`config.mk`:
```
export PLATFORM = sky130hd
export DESIGN_NAME = pipe_stage_reg
export DESIGN_NICKNAME = d
export VERILOG_FILES = /design/src/rtl/cpu_pipe_pkg.sv /design/src/rtl/sat_counter.sv /design/src/rtl/pipe_stage_reg.sv
export SDC_FILE = /design/constraint.sdc
export NUM_CORES = 1
export LEC_CHECK = 0
export ABC_AREA = 1
export CAP_MARGIN = 40
export CORE_UTILIZATION = 36
export CTS_CLUSTER_DIAMETER = 80
export DETAILED_ROUTE_END_ITERATION = 8
export PLACE_DENSITY_LB_ADDON = 0.1
export SYNTH_ARGS = -nofsm -noshare
export SYNTH_HDL_FRONTEND = slang
export SYNTH_HIERARCHICAL = 1
export SYNTH_SLANG_ARGS = --single-unit
export TNS_END_PERCENT = 10
```
`constraint.sdc`:
```
create_clock -name CLK -period 3.5 [get_ports CLK]
set_clock_uncertainty 0.2 [all_clocks]
set_input_delay 0.525 -clock CLK [delete_from_list [all_inputs] [get_ports CLK]]
set_output_delay 0.525 -clock CLK [all_outputs]
set_load 0.02 [all_outputs]
```
`src/rtl/cpu_pipe_pkg.sv`:
```
// Shared definitions for the CPU pipeline boundary registers: default widths,
// reset/bubble constants and the per-cycle stage action decode.
package cpu_pipe_pkg;

  localparam int CPU_IW = 32;
  localparam int CPU_AW = 32;

  localparam logic [31:0] CPU_NOP_WORD = 32'h0000_0000;
  localparam logic [31:0] CPU_RESET_PC = 32'h0000_3000;

  typedef enum logic [1:0] {
    ACT_LOAD  = 2'd0,
    ACT_STALL = 2'd1,
    ACT_FLUSH = 2'd2
  } stage_act_e;

  // Flush wins over stall; a stage with neither loads from upstream.
  function automatic stage_act_e decode_action(input logic flush, input logic stall);
    stage_act_e act;
    if (flush)      act = ACT_FLUSH;
    else if (stall) act = ACT_STALL;
    else            act = ACT_LOAD;
    return act;
  endfunction

endpackage

```
`src/rtl/sat_counter.sv`:
```
// Saturating up-counter used for pipeline performance monitoring.
// Clear has priority over increment; the count holds at all-ones.
module sat_counter #(
  parameter int CW = 8
) (
  input  logic          CLK,
  input  logic          Reset,
  input  logic          clear,
  input  logic          inc,
  output logic [CW-1:0] count
);

  localparam logic [CW-1:0] COUNT_MAX = '1;

  // Count up on inc, stopping at the maximum instead of wrapping.
  always_ff @(posedge CLK or posedge Reset) begin
    if (Reset) begin
      count <= '0;
    end else if (clear) begin
      count <= '0;
    end else if (inc && (count != COUNT_MAX)) begin
      count <= count + 1'b1;
    end
  end

endmodule

```
`src/rtl/pipe_stage_reg.sv`:
```
// Pipeline boundary register carrying instruction, PC, sideband and valid
// between two CPU stages, with stall/flush control, derived PC+4/PC+8 and
// saturating stall/bubble counters.
module pipe_stage_reg
  import cpu_pipe_pkg::*;
#(
  parameter int             IW       = CPU_IW,
  parameter int             AW       = CPU_AW,
  parameter int             SBW      = 8,
  parameter int             CW       = 8,
  parameter logic [IW-1:0]  NOP_WORD = IW'(CPU_NOP_WORD),
  parameter logic [AW-1:0]  RESET_PC = AW'(CPU_RESET_PC)
) (
  input  logic           CLK,
  input  logic           Reset,
  input  logic [IW-1:0]  instr_in,
  input  logic [AW-1:0]  pc_in,
  input  logic [SBW-1:0] sb_in,
  input  logic           valid_in,
  input  logic           stall,
  input  logic           flush,
  output logic [IW-1:0]  instr_out,
  output logic [AW-1:0]  pc_out,
  output logic [AW-1:0]  pc4_out,
  output logic [AW-1:0]  pc8_out,
  output logic [SBW-1:0] sb_out,
  output logic           valid_out,
  output logic [CW-1:0]  stall_cnt,
  output logic [CW-1:0]  bubble_cnt
);

  localparam logic [AW-1:0] PC_STEP4 = AW'(4);
  localparam logic [AW-1:0] PC_STEP8 = AW'(8);

  stage_act_e act;
  logic       stallClear;
  logic       stallInc;
  logic       bubbleInc;

  // Decode the single action taken at the next edge.
  always_comb begin
    act = decode_action(flush, stall);
  end

  assign stallClear = (act != ACT_STALL);
  assign stallInc   = (act == ACT_STALL);
  assign bubbleInc  = (act == ACT_FLUSH) || ((act == ACT_LOAD) && !valid_in);

  // Stage payload: bubble on flush or invalid load, hold on stall, else capture.
  always_ff @(posedge CLK or posedge Reset) begin
    if (Reset) begin
      instr_out <= NOP_WORD;
      pc_out    <= RESET_PC;
      sb_out    <= '0;
      valid_out <= 1'b0;
    end else begin
      case (act)
        ACT_FLUSH: begin
          instr_out <= NOP_WORD;
          pc_out    <= pc_in;
          sb_out    <= '0;
          valid_out <= 1'b0;
        end
        ACT_STALL: begin
          instr_out <= instr_out;
          pc_out    <= pc_out;
          sb_out    <= sb_out;
          valid_out <= valid_out;
        end
        default: begin
          pc_out <= pc_in;
          if (valid_in) begin
            instr_out <= instr_in;
            sb_out    <= sb_in;
            valid_out <= 1'b1;
          end else begin
            instr_out <= NOP_WORD;
            sb_out    <= '0;
            valid_out <= 1'b0;
          end
        end
      endcase
    end
  end

  assign pc4_out = pc_out + PC_STEP4;
  assign pc8_out = pc_out + PC_STEP8;

  sat_counter #(.CW(CW)) stallCounter (
    .CLK   (CLK),
    .Reset (Reset),
    .clear (stallClear),
    .inc   (stallInc),
    .count (stall_cnt)
  );

  sat_counter #(.CW(CW)) bubbleCounter (
    .CLK   (CLK),
    .Reset (Reset),
    .clear (1'b0),
    .inc   (bubbleInc),
    .count (bubble_cnt)
  );

endmodule

```
==> run metrics <==
Crit Path Class reg2out; CTS tree yes; r2r startpoint stallCounter/count[0]$_DFFE_PP0P_; M1 WL 6.988 mm; DRC 0; placed cell areas 0.007604 mm²; std cell rows 43; vias per inst 4.531; commonest non-fill, non-tap cell in the layout nand2_1; CP Data Arrival Time 2.56 ns; CP endpoint pc8_out[29]; total die area 0.01470 mm²; Worst-Margin Slew 0.7064 ns; I/O Pins 230; fin. max-slew vios 0; Placer Congestion 0.8421; Design Area, Final 0.007950 mm²; RR Endpoint stallCounter/count[1]$_DFFE_PP0P_; Sink Count 89; Critical Path End Type output pin; initial antenna violation count 1; Clk Tree Root Cell clkbuf_16; FF+latch count, synth 89; Final period util 93.89%; CP max stage cell clkdlybuf4s50_1; Die Ht 121.2 µm; Max-slew headroom 52.91%; Finish-stage setup viols 0; total number of H-tree levels 3; post-layout util 57.27%; met3 wire len 1.582 mm; Comb power frac 24.2%; largest net degree at the start of global routing 54; LEAKAGE 3.777 nW; status finished clean; fill count 1323; CP Max Fanout 7; setup TNS 0 ns; Crit path required time 2.77 ns; Int Pwr 2.132 mW; first-pass GRT wire length 25.06 mm; Worst path max stage delay 0.59 ns; Cells after DPL 1111; WL final 15.96 mm; Seq pwr share 38.3%; maximum vdd drop 0.0002060 V; Cells after Synth 716; WL/cell 14.14 µm; Switch Pwr 0.8961 mW; Max Clk Rate 304.3 MHz; Post-Layout Cell Count 1128; Via Count 5111; CTS buffer count 9; post-DP HPWL 12.17 mm; clock network fraction of total power 37.5%; worst skew pair latency 0.34 ns; WL met2 7.191 mm; layout cells sized above 1 5.702%; Initial Utilization 36.87%; setup ws final 0.2139 ns; pre-CTS WS 0.4953 ns; Setup crit start kind register; PwrDens 380.8 mW/mm²; cts repair resizes 0; nets 1023; grt ovf 0; multi-input logic area 0.002392 mm²; final number of hold-violating endpoints 0; min-delay worst type reg2reg; hold_buf cts 0; clk slew on worst S/H paths 0.07 ns; Die Wd 121.2 µm; TritonRoute pass-1 iters 4; vias in the first global route 4901; Core ar. 0.01388 mm²; Synth warnings 6; post-route ant nets 0; Synth Area per Inst 7.147 µm²; I/O Buffers 229; most frequent cells in the layout 265 x nand2_1, 229 x clkdlybuf4s50_1, 102 x inv_1; beginning of the critical path pc_out[4]$_DFFE_PP0N_; Reg2Reg Setup Slack 1.80 ns; register area share after synthesis 43.57%; crit-path cells ha_1 > nand3_1 > nor2_2 > nand2_1 > inv_1 > nand3_1 > nand2_1 > clkdlybuf4s50_1; # Post-CTS Setup Buffers 0; GRT Util Overall 22.18%; Hold WS 0.2785 ns; max cap viols 0; 1st-iter DRT viols 235; Synth-to-Final Area Change 55.35%; Unique masters post-synth 23; r2r worst-path depth 8; Final Power 3.028 mW; CTS Buffer Depth 2; max layer used met4; RSZ-0062 raised after global routing no; Sw Ratio 29.60%; Reg area 0.002231 mm²; Netlist Area Pre-Place 0.005117 mm²; minimum clock period 3.286 ns
## area by class of cell
class / count / area share, %
Clock inverter: 6 / 1.432
Multi-Input combinational cell: 503 / 30.09
Tap cell: 180 / 2.833
Inverter: 106 / 5.146
Clock buffer: 10 / 2.880
Antenna cell: 1 / 0.03148
Sequential cell: 89 / 28.06
Timing Repair Buffer: 233 / 29.52
## power groups by stage
stage | logic (mW) | clock network, mW | registers [mW]
finish | 0.732 | 1.14 | 1.16
floorplan | 0.287 | 0 | 1.22
global placement | 0.739 | 0 | 1.18
detailed placement | 0.737 | 0 | 1.18
global route | 0.789 | 1.21 | 1.17
CTS | 0.739 | 1.16 | 1.16
## critical path, delay by kind of cell, from the launching register on
| kind | cells | cell delay (ns) |
|---|---|---|
| buffers and inverters | 2 | 0.71 |
| adders and majority gates | 1 | 0.28 |
| and+or+nand+nor | 5 | 0.75 |
| DFF | 1 | 0.47 |
## kinds of logic (layout without fill, tap and decap cells)
family	after synthesis	in the layout	share of synthesized area [%]
AOI/OAI and AO/OA	74	74	7.237
buffers and inverters	127	355	10.00
and+or+nand+nor	384	384	31.81
adders and majority gates	4	4	0.9780
other	1	5	0.07328
DFF	89	89	43.57
xor gates and xnor gates	37	37	6.333
## layer usage
layer | global-route usage (%) | vias up
met2 | 35.50 | 177
met3 | 7.942 | 10
met4 | 5.864 | 0
met1 | 28.23 | 2311
met5 | 0 | -
li1 | - | 2613
## state kept, by name, summed over array words and instances (netlist names)
register	flops
bubbleCounter/count	8
instr_out	32
pc_out	32
sb_out	8
stallCounter/count	8
valid_out	1
## cell usage after synthesis (all sizes together)
library cell | count | area share, %
clkbuf | 7 | 0.51
a21oi | 4 | 0.39
inv | 104 | 7.6
nand3 | 41 | 4.0
clkinv | 2 | 0.34
xnor2 | 4 | 0.68
conb | 1 | 0.073
dfstp | 2 | 1.0
o21ai | 70 | 6.8
nor3b | 2 | 0.29
xor2 | 33 | 5.6
nand2 | 276 | 21
buf | 14 | 1.5
ha | 4 | 0.98
nor2 | 65 | 6.3
dfrtp | 87 | 43
## how the worst min path moves through the flow
stage,to,slack (ns),from,depth (start not counted)
6_report,valid_out$_DFFE_PP0N_,0.28,valid_out$_DFFE_PP0N_,2
4_1_cts,valid_out$_DFFE_PP0N_,0.29,valid_out$_DFFE_PP0N_,2
3_3_place_gp,valid_out$_DFFE_PP0N_,0.25,valid_out$_DFFE_PP0N_,2
2_1_floorplan,bubbleCounter/count[0]$_DFFE_PP0P_,0.14,Reset,1
5_1_grt,instr_out[3]$_DFFE_PP0N_,0.32,instr_out[3]$_DFFE_PP0N_,2
3_5_place_dp,valid_out$_DFFE_PP0N_,0.27,valid_out$_DFFE_PP0N_,2
No activity file was read; power rests on OpenSTA's default activity.
